File: src/rtl/codec_cfg_sequencer.sv
// codec_cfg_sequencer: plays the codec init table over a bit-banged 2-wire
// bus after reset, then forwards single host register writes.
// Optional build macro: CODEC_CFG_RETRY_EN (re-send a NACKed word up to
// MAX_RETRY times before flagging error). Without it a NACK flags error and
// the sequencer moves on to the next word.
//
// state     | meaning
// ----------+-------------------------------------------------------------
// INIT_LOAD | load device byte + init table word idx into the shifter
// IDLE      | init complete, bus released, waiting for a host request
// START     | SDA low while SCL high, then SCL low
// BIT       | one data bit, MSB first, 4 quarter periods
// ACK       | release SDA, clock the ninth bit, sample ACK/NACK
// STOP      | SDA low, SCL high, SDA released
// GAP       | bus idle for GAP_QTRS quarter periods, then pick next word
module codec_cfg_sequencer #(
    parameter int unsigned CLK_DIV   = 125,
    parameter logic [6:0]  DEV_ADDR  = 7'h1A,
    parameter int unsigned MAX_RETRY = 3,
    parameter int unsigned GAP_QTRS  = 8
) (
    input  logic        clk,
    input  logic        reset,
    input  logic        req_valid,
    input  logic [15:0] req_word,
    output logic        req_ready,
    output logic        init_done,
    output logic        busy,
    output logic        error,
    output logic        i2c_sclk,
    output logic        sdat_oe,
    input  logic        sdat_in
);

    typedef enum logic [2:0] {
        S_INIT_LOAD,
        S_IDLE,
        S_START,
        S_BIT,
        S_ACK,
        S_STOP,
        S_GAP
    } state_t;

    localparam int unsigned INIT_LEN = 9;
    localparam logic [3:0]  IDX_LAST = 4'(INIT_LEN - 1);
    localparam logic [7:0]  DEV_BYTE = {DEV_ADDR, 1'b0};
    localparam logic [9:0]  DIV_LAST = 10'(CLK_DIV - 1);
    localparam logic [15:0] GAP_LAST = 16'(GAP_QTRS - 1);
`ifdef CODEC_CFG_RETRY_EN
    localparam logic [7:0]  RETRY_LIMIT = 8'(MAX_RETRY);
`else
    // No re-sends: the limit is forced to zero whatever MAX_RETRY says.
    localparam logic [7:0]  RETRY_LIMIT = 8'(MAX_RETRY) & 8'h00;
`endif

    state_t      state_q, state_d;
    logic [9:0]  div_cnt_q, div_cnt_d;
    logic [1:0]  qtr_q, qtr_d;
    logic [2:0]  bit_cnt_q, bit_cnt_d;
    logic [1:0]  byte_cnt_q, byte_cnt_d;
    logic [15:0] gap_cnt_q, gap_cnt_d;
    logic [3:0]  idx_q, idx_d;
    logic [7:0]  retry_cnt_q, retry_cnt_d;
    logic [23:0] shift_q, shift_d;
    logic [15:0] word_q, word_d;
    logic        nack_q, nack_d;
    logic        sclk_q, sclk_d;
    logic        oe_q, oe_d;
    logic        init_done_q, init_done_d;
    logic        error_q, error_d;
    logic        busy_q, busy_d;
    logic        ready_q, ready_d;
    logic        sdat_meta_q, sdat_sync_q;

    logic        qtick;
    logic        retry_left;
    logic [15:0] init_word;

    assign req_ready = ready_q;
    assign init_done = init_done_q;
    assign busy      = busy_q;
    assign error     = error_q;
    assign i2c_sclk  = sclk_q;
    assign sdat_oe   = oe_q;

    assign qtick      = (state_q != S_IDLE) && (div_cnt_q == DIV_LAST);
    assign retry_left = (retry_cnt_q != RETRY_LIMIT);

    // Quarter-period divider: free-runs outside IDLE, parked at zero in IDLE.
    always_comb begin
        div_cnt_d = div_cnt_q;
        if (state_q == S_IDLE) begin
            div_cnt_d = '0;
        end else if (div_cnt_q == DIV_LAST) begin
            div_cnt_d = '0;
        end else begin
            div_cnt_d = div_cnt_q + 10'd1;
        end
    end

    // Codec bring-up sequence: reset, power on, then path/format setup, activate.
    always_comb begin
        init_word = 16'h1E00;
        case (idx_q)
            4'd0:    init_word = 16'h1E00;
            4'd1:    init_word = 16'h0C00;
            4'd2:    init_word = 16'h0812;
            4'd3:    init_word = 16'h0A00;
            4'd4:    init_word = 16'h0E02;
            4'd5:    init_word = 16'h1000;
            4'd6:    init_word = 16'h0017;
            4'd7:    init_word = 16'h0217;
            4'd8:    init_word = 16'h1201;
            default: init_word = 16'h1E00;
        endcase
    end

    // Next-state and bus-pin logic; every bus step waits for qtick.
    always_comb begin
        state_d     = state_q;
        qtr_d       = qtr_q;
        bit_cnt_d   = bit_cnt_q;
        byte_cnt_d  = byte_cnt_q;
        gap_cnt_d   = gap_cnt_q;
        idx_d       = idx_q;
        retry_cnt_d = retry_cnt_q;
        shift_d     = shift_q;
        word_d      = word_q;
        nack_d      = nack_q;
        sclk_d      = sclk_q;
        oe_d        = oe_q;
        init_done_d = init_done_q;
        error_d     = error_q;

        case (state_q)
            S_INIT_LOAD: begin
                word_d     = init_word;
                shift_d    = {DEV_BYTE, init_word};
                qtr_d      = 2'd0;
                bit_cnt_d  = 3'd0;
                byte_cnt_d = 2'd0;
                nack_d     = 1'b0;
                state_d    = S_START;
            end
            S_IDLE: begin
                if (req_valid && ready_q) begin
                    word_d     = req_word;
                    shift_d    = {DEV_BYTE, req_word};
                    qtr_d      = 2'd0;
                    bit_cnt_d  = 3'd0;
                    byte_cnt_d = 2'd0;
                    nack_d     = 1'b0;
                    state_d    = S_START;
                end
            end
            S_START: begin
                if (qtick) begin
                    qtr_d = qtr_q + 2'd1;
                    case (qtr_q)
                        2'd0:    oe_d = 1'b1;
                        2'd2:    sclk_d = 1'b0;
                        2'd3:    state_d = S_BIT;
                        default: ;
                    endcase
                end
            end
            S_BIT: begin
                if (qtick) begin
                    qtr_d = qtr_q + 2'd1;
                    case (qtr_q)
                        2'd0:    oe_d = ~shift_q[23];
                        2'd1:    sclk_d = 1'b1;
                        2'd3: begin
                            sclk_d    = 1'b0;
                            shift_d   = {shift_q[22:0], 1'b0};
                            bit_cnt_d = bit_cnt_q + 3'd1;
                            if (bit_cnt_q == 3'd7) begin
                                state_d = S_ACK;
                            end
                        end
                        default: ;
                    endcase
                end
            end
            S_ACK: begin
                if (qtick) begin
                    qtr_d = qtr_q + 2'd1;
                    case (qtr_q)
                        2'd0:    oe_d = 1'b0;
                        2'd1:    sclk_d = 1'b1;
                        2'd2: begin
                            nack_d = sdat_sync_q;
                            // Final failure of this word: no re-send left.
                            if (sdat_sync_q && !retry_left) begin
                                error_d = 1'b1;
                            end
                        end
                        2'd3: begin
                            sclk_d = 1'b0;
                            if (nack_q || (byte_cnt_q == 2'd2)) begin
                                state_d = S_STOP;
                            end else begin
                                byte_cnt_d = byte_cnt_q + 2'd1;
                                state_d    = S_BIT;
                            end
                        end
                        default: ;
                    endcase
                end
            end
            S_STOP: begin
                if (qtick) begin
                    qtr_d = qtr_q + 2'd1;
                    case (qtr_q)
                        2'd0:    oe_d = 1'b1;
                        2'd1:    sclk_d = 1'b1;
                        2'd2:    oe_d = 1'b0;
                        2'd3: begin
                            gap_cnt_d = '0;
                            state_d   = S_GAP;
                        end
                        default: ;
                    endcase
                end
            end
            S_GAP: begin
                if (qtick) begin
                    if (gap_cnt_q != GAP_LAST) begin
                        gap_cnt_d = gap_cnt_q + 16'd1;
                    end else if (nack_q && retry_left) begin
                        retry_cnt_d = retry_cnt_q + 8'd1;
                        shift_d     = {DEV_BYTE, word_q};
                        qtr_d       = 2'd0;
                        bit_cnt_d   = 3'd0;
                        byte_cnt_d  = 2'd0;
                        nack_d      = 1'b0;
                        state_d     = S_START;
                    end else begin
                        retry_cnt_d = '0;
                        if (!init_done_q) begin
                            idx_d = idx_q + 4'd1;
                            if (idx_q == IDX_LAST) begin
                                init_done_d = 1'b1;
                                state_d     = S_IDLE;
                            end else begin
                                state_d = S_INIT_LOAD;
                            end
                        end else begin
                            state_d = S_IDLE;
                        end
                    end
                end
            end
            default: state_d = S_INIT_LOAD;
        endcase

        // Registered so both read 0 while reset is held.
        busy_d  = (state_d != S_IDLE);
        ready_d = (state_d == S_IDLE) && init_done_d;
    end

    // State and datapath registers; reset releases the bus at once.
    always_ff @(posedge clk or posedge reset) begin
        if (reset) begin
            state_q     <= S_INIT_LOAD;
            div_cnt_q   <= '0;
            qtr_q       <= '0;
            bit_cnt_q   <= '0;
            byte_cnt_q  <= '0;
            gap_cnt_q   <= '0;
            idx_q       <= '0;
            retry_cnt_q <= '0;
            shift_q     <= '0;
            word_q      <= '0;
            nack_q      <= 1'b0;
            sclk_q      <= 1'b1;
            oe_q        <= 1'b0;
            init_done_q <= 1'b0;
            error_q     <= 1'b0;
            busy_q      <= 1'b0;
            ready_q     <= 1'b0;
        end else begin
            state_q     <= state_d;
            div_cnt_q   <= div_cnt_d;
            qtr_q       <= qtr_d;
            bit_cnt_q   <= bit_cnt_d;
            byte_cnt_q  <= byte_cnt_d;
            gap_cnt_q   <= gap_cnt_d;
            idx_q       <= idx_d;
            retry_cnt_q <= retry_cnt_d;
            shift_q     <= shift_d;
            word_q      <= word_d;
            nack_q      <= nack_d;
            sclk_q      <= sclk_d;
            oe_q        <= oe_d;
            init_done_q <= init_done_d;
            error_q     <= error_d;
            busy_q      <= busy_d;
            ready_q     <= ready_d;
        end
    end

    // Two-flop synchroniser for the SDAT pin.
    always_ff @(posedge clk or posedge reset) begin
        if (reset) begin
            sdat_meta_q <= 1'b1;
            sdat_sync_q <= 1'b1;
        end else begin
            sdat_meta_q <= sdat_in;
            sdat_sync_q <= sdat_meta_q;
        end
    end

endmodule

File: config.mk
export PLATFORM = sky130hd
export DESIGN_NAME = codec_cfg_sequencer
export DESIGN_NICKNAME = d
export VERILOG_FILES = /design/src/rtl/codec_cfg_sequencer.sv
export SDC_FILE = /design/constraint.sdc
export NUM_CORES = 1
export LEC_CHECK = 0
export CAP_MARGIN = 10
export CORE_MARGIN = 4
export CORE_UTILIZATION = 55
export CTS_CLUSTER_DIAMETER = 100
export DETAILED_ROUTE_END_ITERATION = 8
export GPL_ROUTABILITY_DRIVEN = 1
export MAX_ROUTING_LAYER = met4
export PLACE_DENSITY = 0.74
export SYNTH_ARGS = -nofsm -noshare
export SYNTH_HDL_FRONTEND = slang
export SYNTH_SLANG_ARGS = --single-unit
File: constraint.sdc
create_clock -name clk -period 7.6 [get_ports clk]
set_input_delay 1.52 -clock clk [delete_from_list [all_inputs] [get_ports clk]]
set_output_delay 1.52 -clock clk [all_outputs]
set_load 0.02 [all_outputs]
Yosys cells after proc, flatten, opt, wreduce, memory -nomap -nowiden
Memories as Yosys holds them, arrays and structs flattened.
Index checks and enable logic that the tools add are counted.
{"block": "totals", "register_bits": 97, "in_bits": 20, "mem_bits_ro": 128, "n_memories": 1, "wordCells": 181}
{"memory": "(name not given)", "depth": 16, "word_bits": 8, "read_ports": 1, "rd_clocked_by_memory_dff": 0, "write_ports": 0, "line_no": "105", "source": "case (idx_q)"}
{"block": "classes", "n_reduce_logical": 30, "eq_ne": 40, "n_mux": 80, "add_sub_neg": 7, "bitwise": 4}
{"cell": "2-to-1 mux 24 bit", "n": 6}
{"cell": "case mux 24 bit (4 select lines)", "n": 1}
{"cell": "2-to-1 mux 16 bit", "n": 5}
{"cell": "case mux 16 bit (2 select lines)", "n": 2}
{"cell": "2-to-1 mux 3 bit", "n": 21}
{"cell": "!= test 2 bit, second input constant", "n": 16}
{"cell": "2-to-1 mux 1 bit", "n": 25}
{"cell": "case mux 3 bit (7 select lines)", "n": 1}
{"cell": "AND reduction 7 bit", "n": 3}
{"cell": "2-to-1 mux 10 bit", "n": 2}
{"cell": "adder 16 x 1 -> 16 bit, second input constant", "n": 1}
{"cell": "2-to-1 mux 2 bit", "n": 8}
{"cell": "!= test 16 x 3 -> 1 bit, second input constant", "n": 1}
{"cell": "case mux 2 bit (4 select lines)", "n": 2}
{"cell": "nonzero test 4 bit", "n": 4}
{"cell": "== test 3 bit, second input constant", "n": 4}
{"cell": "case mux 3 bit (4 select lines)", "n": 1}
{"cell": "adder 10 x 1 -> 10 bit, second input constant", "n": 1}
{"cell": "== test 10 x 7 -> 1 bit, second input constant", "n": 1}
{"cell": "!= test 2 x 1 -> 1 bit, second input constant", "n": 5}
{"cell": "AND reduction 5 bit", "n": 2}
{"cell": "!= test 3 x 1 -> 1 bit, second input constant", "n": 3}
{"cell": "AND reduction 9 bit", "n": 1}
{"cell": "adder 8 x 1 -> 8 bit, second input constant", "n": 1}
{"cell": "29 further kinds", "n": 44}

Depth between registers and ports, before layout
{"block": "depth", "word_depth": 9, "depth_mapped": 9, "depth_no_buf": 7}

Least setup slack after synthesis
Ideal clock, no wire load.
{"block": "synth_timing", "kind": "input -> register", "startpoint": "input req_valid", "endpoint": "register busy_q (netlist: busy)", "cell_stages": 6, "path_buffers": 1, "setup_ps": 132, "required_ps": 7468, "path_slack_ps": 4563, "arrival_time_ps": 2905, "cell_sequence": "nand2_1 -> a21oi_1 -> and2_1 -> clkbuf_1 -> or4_4 -> or3b_1"}
{"block": "synth_between", "elab_chain_cells": 4}
{"item": "from (decl)", "line_no": "24", "source": "input logic req_valid,"}
{"item": "logical AND 1 bit", "line_no": "147", "source": "if (req_valid && ready_q) begin"}
{"item": "2-to-1 mux 3 bit", "line_no": "147"}
{"item": "case mux 3 bit (7 select lines)", "line_no": "136", "source": "case (state_q)"}
{"item": "via state_d[1]", "line_no": "57", "source": "state_t state_q, state_d;"}
{"item": "!= test 3 x 1 -> 1 bit", "line_no": "259", "source": "busy_d = (state_d != S_IDLE);"}
{"item": "via busy_d", "line_no": "72", "source": "logic busy_q, busy_d;"}
{"item": "to (signal assigned)", "line_no": "299", "source": "busy_q <= busy_d;"}
{"item": "to (decl)", "line_no": "72"}
The timed path passes the listed nets, and every way through them passes these cells.
A chain may end at the register's enable or synchronous reset.

Worst setup path in the final report
{"block": "layout_timing", "startpoint": "register state_q[0]", "endpoint": "register shift_q[10]"}
{"block": "layout_between", "elab_chain_cells": 4, "word_cells_on_any_way": 15, "classes_between": "eq/ne (10); mux (1); reduce/logical (4)"}
{"item": "from (decl)", "line_no": "57"}
{"item": "from (signal assigned)", "line_no": "284", "source": "state_q <= state_d;"}
{"item": "!= test 3 x 1 -> 1 bit", "line_no": "87", "source": "assign qtick = (state_q != S_IDLE) && (div_cnt_q == DIV_LAST);"}
{"item": "logical AND 1 bit", "line_no": "87"}
{"item": "!= test 2 bit (no line)"}
{"item": "AND reduction 7 bit (no line)"}
{"item": "to (signal assigned)", "line_no": "292", "source": "shift_q <= shift_d;"}
{"item": "to (decl)", "line_no": "65", "source": "logic [23:0] shift_q, shift_d;"}
Several ways; a longest one is shown, not always the timed one.

==> summary.md <==
| Metric | Value |
|---|---|
| Run status | `completed` |
| Post-Synthesis Cells | `between 500 and 600` |
| # hold bufs at CTS | `0` |
| Hold_ws | `0.361 ns` |
| Ys async rst share | `100%` |
| Post-CTS Setup Bufs | `0` |
| 1st-pass router iterations | `5` |
| Register area | `2430 sq um` |
| Die H | `108 microns` |
| Multi-input gate area | `2790 sq um` |
| H-tree lvl count | `3` |
| Fmax | `273 MHz` |
| CP peak stage delay | `1.01 ns` |
| Vias in the first global route | `4095` |
| Syn_nets | `614` |
| Initial Utilization | `56.4%` |
| Worst IR Drop VDD | `between 0.1 and 0.15 mV` |
| Commonest cells in the netlist | `dfrtp_1, nand2_1, o21ai_0` |
| Worst EP arrival | `3.91 ns` |
| Worst-Skew Late Latency | `0.37 ns` |
| Hold WC Path Type | `register to register` |
| Clock skew | `0.0140 ns` |
| Die area | `around 12000 sq um` |
| Crit end category | `register` |
| Largest family of logic cells by synthesized area | `simple AND/OR/NAND/NOR gates` |
| Total GRT Usage | `21.6%` |
| Crit path max fanout | `28` |
| Clock Tree Buf Depth | `2` |
| GRT overflow | `0` |
| Flops & latches, synth | `97` |
| CTS tree | `built` |
| Layout area overhead | `9.49%` |
| Final Hold Fails | `0` |
| Diodes inserted | `0` |
| Post-synth EDFFs | `0` |
| DR vias | `4268` |
| Share of layout cells above drive strength 1 | `a little under a tenth` |
| Post-Syn Area per Cell | `9.50 sq um` |
| Final ANT Viol Nets | `0` |
| First-pass GRT wire length | `19500 microns` |
| Post-synth top flop | `dfrtp_1` |
| Sequential fraction of the synthesis area | `44.3%` |
| Pin count of the biggest net entering global routing | `57` |
| CP Data Required Time | `7.86 ns` |
| Max_cap viols | `0` |
| XOR/XNOR Fraction of Synth Area | `under 10%` |
| DR iter-0 viols | `254` |
| WP buf/inv | `0` |
| DRT Wirelength | `11600 microns` |
| Final setup vio count | `0` |
| Root buffer cell | `clkbuf_8` |
| Vias/cell | `5.93` |
| Period utilisation layout | `48.1%` |
| Pwr per Cell Area | `152 nW/um^2` |
| Crit path launch type | `register` |
| RSZ-0062 raised after global routing | `no` |
| Critical path class | `register to register` |
| DR DRC count | `0` |
| Core area | `between 9000 and 10000 sq um` |
| CTS clk-pin slew, worst paths | `approximately 0.09 ns` |
| Rows | `36` |
| Adder-cell share of the synthesized area | `under 10%` |
| Number of buffers added on ports | `25` |
| Slew headroom | `22.7%` |
| Setup total negative slack | `0 ns` |
| Synth warn | `0` |
| Most frequent cell after synthesis | `dfrtp_1` |
| Nets | `620` |
| Netlist Area Pre-Place | `5480 sq um` |
| Post-DP HPWL | `7870 microns` |
| Post-CTS sizing | `0` |
| Cell chain of the critical path | `and3b_1 -> nand3_1 -> a31oi_4 -> mux2_2` |
| Post-synth top area cell | `dfrtp_1` |
| Die Wd | `108 microns` |
| CP top delay family | `simple AND/OR/NAND/NOR gates` |
| Ports | `26` |
| Simple-Gate Fraction of Synth Area | `20.2%` |
| Number of fillers in the final layout | `861` |
| Slew @ Worst Pin | `1.16 ns` |
| CP max-delay cell | `a31oi_4` |
| Mux contribution to synthesized area | `roughly a tenth` |
| Compound-cell area share of the yosys netlist | `about 15%` |
| GP Congestion | `0.840` |
| Initial antenna violation count | `0` |
| Total CTS buffers | `9` |
| Lkg Pwr | `between 2 and 3 nW` |
| Tmin final | `3.66 ns` |
| WL/cell | `16.1 microns` |
| Slew Limit Fails | `0` |
| Yosys cell types | `between 60 and 70` |
| Synth top area share | `42.9%` |
| Clock Sinks | `97` |
| Main area contributors after synthesis | `dfrtp_1, mux2i_1, nand2_1` |
final cells by class:
class | instances | area share [%]
clock inverters | 6 | 1.50
flip-flops and latches | 97 | 40.5
repair buffers | 29 | 4.67
well taps | 133 | 2.77
clock buffers | 9 | 2.06
inverters | 32 | 2.04
multi-input cells | 414 | 46.5
flip-flops by register name, indices dropped and copies added (netlist names):
signal       cells
bit_cnt_q        3
i2c_sclk         1
req_ready        1
retry_cnt_q      8
sdat_sync_q      1
byte_cnt_q       2
nack_q           1
idx_q            4
error            1
state_q          3
sdat_oe          1
qtr_q            2
div_cnt_q       10
gap_cnt_q       16
shift_q         24
sdat_meta_q      1
init_done        1
busy             1
word_q          16
cells in the final DEF, fill, tap and decap left out, types with 10 or more instances in the layout:
| cell type | count |
|---|---|
| dfrtp_1 | 94 |
| mux2_4 | 10 |
| inv_1 | 31 |
| nor2_1 | 36 |
| clkdlybuf4s50_1 | 25 |
| a21oi_1 | 31 |
| o21ai_0 | 41 |
| nand3_1 | 21 |
| nand2_1 | 70 |
| ha_1 | 17 |
| nand4_1 | 14 |
| mux2i_1 | 27 |
report_power, final:
part / internal, mW / total [mW] / switching, mW
sequential: 0.517 / 0.517 / 0.000216
clock: 0.186 / 0.375 / 0.190
combinational: 0.00936 / 0.0220 / 0.0126
total: 0.712 / 0.914 / 0.203
per-layer routing:
| metal | routed length, microns | up-vias | track usage (%) |
|---|---|---|---|
| met5 | 0 | - | - |
| met4 | 237 | 0 | 8.93 |
| met3 | 384 | 21 | 2.88 |
| met2 | 5510 | 82 | 34.0 |
| met1 | 5450 | 2110 | 28.3 |
| li1 | - | 2055 | - |
worst paths after layout:
check	endpoint	startpoint	slack (ns)	cells after the start
hold reg to reg	sdat_sync_q	sdat_meta_q	0.36	0
max in group asynchronous	shift_q[0]	reset	4.98	3
setup reg to reg	shift_q[10]	state_q[0]	3.94	4
hold / removal	sdat_sync_q	sdat_meta_q	0.36	0
min in group asynchronous	div_cnt_q[2]	reset	1.54	2
setup / recovery	shift_q[10]	state_q[0]	3.94	4
stage by stage:
step	total power [mW]	cell area [sq um]	instances	utilization, %	worst slack (ns)
global placement	0.550	5790	705	59.5	3.89
floorplan	0.535	5480	577	-	3.55
detailed placement	0.550	5790	705	59.5	3.88
finish	0.914	6000	720	61.7	3.94
global route	0.946	6000	720	61.7	3.74
CTS	0.920	6000	720	61.7	3.96
logic make-up (layout without fill, tap and decap cells):
family                     count (synthesis)  in the layout
and+or+nand+nor                          212            212
AOI/OAI and AO/OA                        124            124
DFF                                       97             97
buffers and inverters                     66             76
muxes                                     45             45
adders and majority gates                 17             17
xor gates and xnor gates                  16             16
No activity file was read; power rests on OpenSTA's default activity.
